File: src/rtl/platform_manager.sv
// Platform manager: holds NUM_BLOCKS platforms, scans them for a doodle
// landing on one, and scrolls the world down when the doodle climbs above
// SCROLL_LINE. Platforms that fall off the bottom respawn at the top.
//
// Handshake: physicsUpdate is a request that is accepted only in a cycle
// where busy==0; a request seen while busy==1 is dropped, not queued.
// scanDone marks the single cycle in which a new result is published.
// There is no back-pressure on the result side.
module platform_manager #(
  parameter int SCREEN_WIDTH  = 400,
  parameter int SCREEN_HEIGHT = 700,
  parameter int BLOCK_WIDTH   = 40,
  parameter int BLOCK_HEIGHT  = 5,
  parameter int NUM_BLOCKS    = 8,
  parameter int SCROLL_LINE   = 350
) (
  input  logic        clk,
  input  logic        reset,
  input  logic        physicsUpdate,
  input  logic [31:0] doodleX,
  input  logic [31:0] doodleY,
  input  logic        falling,
  input  logic [2:0]  blockSel,
  output logic        hasCollide,
  output logic [2:0]  hitIndex,
  output logic        scanDone,
  output logic        scrollValid,
  output logic [31:0] scrollDelta,
  output logic [31:0] blockX,
  output logic [31:0] blockY,
  output logic        busy,
  output logic [1:0]  fsm_state
);

  typedef enum logic [1:0] {IDLE = 2'd0, SCAN = 2'd1, SCROLL = 2'd2, DONE = 2'd3} state_t;

  localparam logic [31:0] X_MAX    = 32'(SCREEN_WIDTH - BLOCK_WIDTH);
  localparam logic [31:0] Y_TOP    = 32'(SCREEN_HEIGHT - BLOCK_HEIGHT);
  localparam logic [31:0] BW       = 32'(BLOCK_WIDTH);
  localparam logic [31:0] BH       = 32'(BLOCK_HEIGHT);
  localparam logic [31:0] SCROLL_L = 32'(SCROLL_LINE);
  localparam logic [31:0] X_CENTER = 32'(SCREEN_WIDTH / 2 - BLOCK_WIDTH / 2);
  localparam int          ROW      = SCREEN_HEIGHT / NUM_BLOCKS;
  localparam logic [2:0]  LAST     = 3'(NUM_BLOCKS - 1);

  state_t      state;
  logic [2:0]  idx;
  logic [31:0] snap_x;
  logic [31:0] snap_y;
  logic        snap_falling;
  logic        hit_found;
  logic [2:0]  hit_idx;
  logic        scrolled;
  logic [15:0] lfsr;
  logic [31:0] blk_x [NUM_BLOCKS];
  logic [31:0] blk_y [NUM_BLOCKS];

  logic        cur_hit;
  logic [31:0] delta;
  logic [31:0] lfsr_lo;
  logic [31:0] spawn_x;

  // Landing test against the platform selected by the scan index, plus the
  // scroll amount and the wrapped respawn X shared by every respawn this cycle.
  always_comb begin
    cur_hit = snap_falling
           && (blk_x[idx] <= snap_x) && (snap_x <= blk_x[idx] + BW - 32'd1)
           && (blk_y[idx] <= snap_y) && (snap_y <= blk_y[idx] + BH);
    delta   = snap_y - SCROLL_L;
    lfsr_lo = 32'(lfsr[8:0]);
    spawn_x = (lfsr_lo >= X_MAX) ? (lfsr_lo - X_MAX) : lfsr_lo;
  end

  assign blockX    = blk_x[blockSel];
  assign blockY    = blk_y[blockSel];
  assign busy      = (state != IDLE);
  assign fsm_state = state;

  // Free-running Fibonacci LFSR (taps 16,14,13,11) for respawn positions.
  always_ff @(posedge clk) begin
    if (!reset) lfsr <= 16'hACE1;
    else        lfsr <= {lfsr[14:0], lfsr[15] ^ lfsr[13] ^ lfsr[12] ^ lfsr[10]};
  end

  // Scan/scroll FSM with registered results and the platform store.
  always_ff @(posedge clk) begin
    if (!reset) begin
      state        <= IDLE;
      idx          <= 3'd0;
      snap_x       <= 32'd0;
      snap_y       <= 32'd0;
      snap_falling <= 1'b0;
      hit_found    <= 1'b0;
      hit_idx      <= 3'd0;
      scrolled     <= 1'b0;
      hasCollide   <= 1'b0;
      hitIndex     <= 3'd0;
      scanDone     <= 1'b0;
      scrollValid  <= 1'b0;
      scrollDelta  <= 32'd0;
      for (int i = 0; i < NUM_BLOCKS; i++) begin
        if (i == 0) begin
          blk_x[i] <= X_CENTER;
          blk_y[i] <= 32'd0;
        end else begin
          blk_x[i] <= 32'(i * 45);
          blk_y[i] <= 32'(i * ROW);
        end
      end
    end else begin
      scanDone    <= 1'b0;
      scrollValid <= 1'b0;
      case (state)
        IDLE: begin
          if (physicsUpdate) begin
            snap_x       <= doodleX;
            snap_y       <= doodleY;
            snap_falling <= falling;
            hit_found    <= 1'b0;
            hit_idx      <= 3'd0;
            scrolled     <= 1'b0;
            idx          <= 3'd0;
            state        <= SCAN;
          end
        end
        SCAN: begin
          // First hit wins; later hits never overwrite the latch.
          if (cur_hit && !hit_found) begin
            hit_found <= 1'b1;
            hit_idx   <= idx;
          end
          if (idx == LAST) state <= (snap_y > SCROLL_L) ? SCROLL : DONE;
          else             idx   <= idx + 3'd1;
        end
        SCROLL: begin
          for (int i = 0; i < NUM_BLOCKS; i++) begin
            if (blk_y[i] >= delta) begin
              blk_y[i] <= blk_y[i] - delta;
            end else begin
              blk_y[i] <= Y_TOP;
              blk_x[i] <= spawn_x;
            end
          end
          scrollDelta <= delta;
          scrolled    <= 1'b1;
          state       <= DONE;
        end
        DONE: begin
          hasCollide  <= hit_found;
          hitIndex    <= hit_idx;
          scanDone    <= 1'b1;
          scrollValid <= scrolled;
          state       <= IDLE;
        end
        default: state <= IDLE;
      endcase
    end
  end

endmodule

File: config.mk
export PLATFORM = sky130hd
export DESIGN_NAME = platform_manager
export DESIGN_NICKNAME = d
export VERILOG_FILES = /design/src/rtl/platform_manager.sv
export SDC_FILE = /design/constraint.sdc
export NUM_CORES = 2
export LEC_CHECK = 0
export BUFFER_PORTS_ARGS = -buffer_cell sky130_fd_sc_hd__buf_2
export CAP_MARGIN = 20
export CORE_MARGIN = 2
export CORE_UTILIZATION = 40
export DETAILED_ROUTE_END_ITERATION = 12
export MAX_ROUTING_LAYER = met4
export PLACE_DENSITY = 0.55
export SYNTH_ARGS = -nofsm -noshare
export SYNTH_HDL_FRONTEND = slang
export SYNTH_SLANG_ARGS = --single-unit
export TNS_END_PERCENT = 10
File: constraint.sdc
create_clock -name clk -period 21.3 [get_ports clk]
set_input_delay 4.26 -clock clk [delete_from_list [all_inputs] [get_ports clk]]
set_output_delay 4.26 -clock clk [all_outputs]
set_load 0.05 [all_outputs]
* Word level (Yosys, flattened, before mapping) *
Memory sizes are Yosys's and may differ from the RTL's. A register that Yosys moved wholly into a read port is not among the register bits.
Index checks and enable logic that the tools add are counted.
Widths: inputs -> output; s select.

word-level totals
  memory bits (writable) = 512
  register bits after elaboration = 129
  input bits = 71
  memories = 2
  word-level logic and storage cells = 203

cells by class
  equality and inequality tests = 8
  bitwise operators = 27
  reductions and logical operators = 16
  add/subtract/negate cells = 14
  order comparisons = 14
  muxes and demuxes = 108

memory list
  name   words  width  read ports  clocked after Yosys merged registers in  write ports  RTL line  source
  blk_x  8      32     2           1                                        8            55        logic [31:0] blk_x [NUM_BLOCKS];
  blk_y  8      32     10          1                                        8            56        logic [31:0] blk_y [NUM_BLOCKS];

operator list
  operator               number
  $mux 32                25
  $ge 32x32->1           8
  $sub 32x32->32         8
  $le 32x32->1           4
  $mux 1                 69
  $add 32x3->32 const B  1
  $add 32x6->32 const B  1
  $gt 32x9->1 const B    1
  $sub 32x1->32 const B  1
  $sub 32x9->32 const B  1
  $or 1x1->1             24
  $mux 3                 7
  $pmux 3 s2             2
  $sub 9x9->10 const B   1
  $ge 9x9->1 const B     1
  $ne 2x2->1 const B     4
  $pmux 2 s4             1
  $reduce_and 2->1       4
  $reduce_and 3->1       2
  $reduce_bool 2->1      3
  $logic_and 1x1->1      5
  $eq 2x2->1 const B     2
  $mux 2                 2
  $pmux 1 s2             2
  6 further kinds        8

* Depth between registers and ports, before layout *
  depth in word-level cells = 9
  mapped depth = 23
  gate-level depth less buffers = 20

* Worst setup path after synthesis *
OpenSTA, ideal clock, no wires.

  path kind = input -> output
  from = input port blockSel[0]
  to = output port blockX[10]
  stages on the path = 5
  path slack = 10537 ps
  data arrival time = 6503 ps
  path buffers = 3
  data required time = 17040 ps
  cells stage by stage = clkbuf_1 > buf_1 > mux4_2 > mux2_2 > buf_4

between the ends
  cells in the longest elaborated chain, start to end = 1

RTL lines
  element             RTL line  source
  start: declaration  23        input logic [2:0] blockSel,
  $mem_v2 8x32        -
  end: declaration    29        output logic [31:0] blockX,

Every way passes these cells.

* Worst setup path after layout *
  from = input port blockSel[0]
  to = output port blockX[9]

Same word-level chain as after synthesis.

==> metrics.sh <==
P_PER_AREA_nW_PER_UM2=175
SYNTH_TOP_CELL_AREA_SHARE_PCT=26.3
CORE.ROWCOUNT=113
RSZ0062_AT_GRT='no'
CLOCK_BUFFER_COUNT_FROM_CTS=59
CRIT_PATH_MAX_INCR_DELAY_NS=0.78
SYNTHESIS.INSTANCES=3946
CTS-HTREE-LEVELS=2
HOLD_PATH.CLASS='flop to flop'
WORST-PATH-MAX-FANOUT=44
COMBINED_BUFFER_AND_INVERTER_COUNT_ALONG_THE_CRITICAL_PATH=3
LAYOUT-DRIVE-GT1-SHARE_PCT=15.1
POWER_FRAC_CLOCK_PCT=14.9
ROOT_BUFFER='clkbuf_16'
FIRST_GLOBAL_VIAS=30875
FIRST_PASS_DETAILED_ROUTE_ITERATION_TOTAL=5
FINAL_MAX_SLEW_VIOL_COUNT=0
PERIOD_NEEDED_NS=11.13
CTS_SINKS=468
TIMING_WORST_SETUP_PATH_TYPE='primary input to primary output'
VDD.IR_DROP.WORST_mV=0.0926
SYNTHESIS.YOSYS.WARNINGS=0
DRC_ERRORS=0
CELLLEAKAGEPOWER_nW=17.1
CRITPATHLAUNCHTYPE='primary input'
FINALCOREUTILIZATION_PCT=45.0
WORST_HOLD_STARTPOINT='lfsr[14]'
RUN_STATUS='completed'
WL_PER_CELL_UM=24.7
FINAL-HOLD-VIOLATION-COUNT=0
WORSTSETUPSTARTPOINT='blockSel[0]'
WORST-SLEW-PIN-TRANSITION_NS=1.09
CORE_AREA_UM2=95200
REG2REG_DEPTH=20
SYNTH.YOSYS.SEQ_AREA_SHARE_PCT=33.1
AREA_USED_BY_SEQUENTIAL_LOGIC_IN_THE_LAYOUT_UM2=12700
NETSWITCHINGFRACTION_PCT=48.9
R2R-END='blk_y[7][11]'
ROUTE.DETAILED.VIAS_PER_INST=5.94
ANTENNA_LEFT=0
LARGEST_NET_DEGREE_AT_THE_START_OF_GLOBAL_ROUTING=87
PERIOD_SHARE_PCT=52.3
GRT_PASS1_WL_MM=197
CTS_HOLD_BUF=0
SYNTH_TOP_CELLS_BY_AREA='edfxtp_1 26%, ha_1 13%, mux4_2 9.8%'
QUANTITY_OF_I_O_BUFFERS_INSERTED_ON_PORTS=175
SYNTH-MAIN-FF-CELL='edfxtp_1'
FILLER_CELL_COUNT=9218
ROUTED_WIRELENGTH_MM=133
TOTAL_OF_ENDPOINTS_WITH_NEGATIVE_SETUP_SLACK_IN_THE_FINAL_REPORT=0
POWER.COMBINATIONAL.FRACTION_PCT=64.4
CTS_RESIZED=0
INTPOWER_mW=3.83
SYNTH-EDFF-COUNT=336
DRT_FIRST_ITER_VIOLATIONS=2992
FIN_NETS=4561
TOTAL_SWITCHING_POWER_mW=3.67
AREA_DELTA_SYNTH_FINAL_PCT=11.4
CTS.CLK_SLEW.WORST_PATHS_NS=0.06
INITIAL_UTILIZATION_PCT=40.4
DIE_W_UM=314
MAX_TRANSITION_MARGIN_PCT=27.2
R2R_START='snap_y[1]'
REG2REG_SLACK_NS=14.15
POSTSYNTHAREAPERCELL_UM2=9.74
CHIPHEIGHT_UM=314
CTS_TREE='done'
WORSTSETUPENDPOINTTYPE='primary output'
CP_TOP_FAMILY='buffers and inverters'
GRT_USAGE_PCT=27.4
TNS_NS=0
NUM_IO_PINS=176
TIMING.FMAX_MHz=89.8
SYNTH_TOP_AREA_CELL='edfxtp_1'
POST_SYNTH_NUM_CELL_TYPES=82
DETAILEDPLACEMENTHPWL_MM=101
CTS_POST_SETUP_BUFFERS_INSERTED=0
GRT_ANTENNA_BEFORE_REPAIR=0
CRITICAL_PATH_DEPTH=5
SYNTHARSTFLOPSHARE_PCT=0
MULTIINPUTGATEAREA_UM2=24200
WORST_CLOCK_SKEW_NS=0.0252
SYNTH.CELL_AREA_UM2=38400
WORST-ENDPOINT-REQUIRED_NS=17.04
CRITICAL_PATH_ARRIVAL_NS=6.87
CRIT_PATH_END='blockX[9]'
CLOCK_TREE.BUFFER_DEPTH=3
GLOBAL_ROUTE.OVERFLOW_TOTAL=0
CLOCK_NETWORK_LATENCY_TO_THE_LATER_PIN_OF_THE_WORST_SKEW_PAIR_NS=0.68
DESIGN.DIE.AREA_UM2=98500
POWER.TOTAL_mW=7.50
DETAILROUTE.VIA_COUNT=32075
SEQUENTIAL_FRACTION_OF_DESIGN_POWER_PCT=20.7
GP_CONGESTION=0.954
POST-SYNTH-TOP-COUNT-CELL='ha_1'
YOSYS-TOP-CELLS-COUNT='401 x ha_1, 393 x nor2_1, 344 x nand2_1'
POSTSYNTHNETCOUNT=4426
YOSYS_REGISTER_BITS=468
STANDARD_CELL_WITH_THE_MAXIMUM_STAGE_DELAY_ON_THE_CRITICAL_PATH='buf_4'
TIMING.CRITICAL_PATH.CELLS='buf_6, buf_4, mux4_2, mux2_2, buf_2'
CAP_VIOLATIONS=0
[worst min-delay path by stage]
stage,endpoint,cells after the start
after floorplan,lfsr[10],1
after global placement,lfsr[10],1
after detailed placement,lfsr[15],1
after CTS,lfsr[15],1
after global routing,lfsr[15],1
final,lfsr[15],1
[power groups by stage]
| stage | registers (mW) | clock network [mW] | logic, mW |
|---|---|---|---|
| global route | 1.57 | 1.16 | 5.29 |
| floorplan | 1.49 | 0 | 3.53 |
| finish | 1.55 | 1.12 | 4.83 |
| detailed placement | 1.56 | 0 | 4.73 |
| global placement | 1.57 | 0 | 4.72 |
| CTS | 1.54 | 1.13 | 4.77 |
[logic make-up (layout without fill, tap and decap cells)]
family,count (synthesis),after routing,synth area share (%)
simple gates,1222,1222,14.8
fa+ha+maj,409,409,13.5
other cells,0,1,0
xor+xnor,279,279,6.36
flops,468,468,33.1
buf+inv,362,548,3.93
mux,267,267,12.6
compound gates,939,939,15.6
[per-layer routing]
| metal | share of wire [%] | vias up | global-route usage (%) |
|---|---|---|---|
| met1 | 45 | 15780 | 37.6 |
| met4 | 2.7 | 0 | 6.87 |
| li1 | - | 14977 | - |
| met2 | 45 | 1148 | 42.4 |
| met5 | 0 | - | - |
| met3 | 7.1 | 170 | 4.00 |
[cell type report]
cell class	count	share of cell area [%]
diodes	1	0.00585
clock buffers	75	3.96
clock inverters	37	1.03
inverters	199	1.77
multi-input cells	3116	56.6
flip-flops and latches	468	29.8
well taps	1265	3.70
repair buffers	237	3.17
[layout by cell type, fill, tap and decap left out, types with 34 or more instances in the layout]
master	n
clkbuf_16	65
buf_2	173
dfxtp_1	129
xor2_1	101
inv_1	197
a211oi_1	48
nor3_1	62
mux4_2	168
nor2_1	393
nand3_1	91
o21bai_1	36
ha_1	400
nand2_1	342
xnor2_1	175
o21ai_0	146
mux2i_1	38
nand2b_1	62
nand4_1	63
edfxtp_1	336
nor2b_1	39
buf_4	62
o21a_1	34
mux2_2	61
a21oi_1	331
a21o_1	153
[per-stage QoR]
stage / setup WS [ns] / std cells / hold WS [ns] / area [um2]
final: 10.17 / 5398 / 0.417 / 42800
after CTS: 10.10 / 5396 / 0.423 / 42800
after global routing: 9.91 / 5397 / 0.448 / 42800
after floorplan: 10.54 / 3946 / 0.386 / 38400
after global placement: 10.17 / 5284 / 0.391 / 40600
after detailed placement: 10.08 / 5284 / 0.401 / 40600
[sequential cells by signal (all words and copies together), names as in the netlist, named ones only]
| signal | flops |
|---|---|
| blk_x | 80 |
| blk_y | 256 |
| fsm_state | 2 |
| hasCollide | 1 |
| hitIndex | 3 |
| hit_found | 1 |
| hit_idx | 3 |
| idx | 3 |
| lfsr | 16 |
| scanDone | 1 |
| scrollDelta | 32 |
| scrollValid | 1 |
| scrolled | 1 |
| snap_falling | 1 |
| snap_x | 32 |
| snap_y | 32 |
Power figures use the tool's default switching activity.
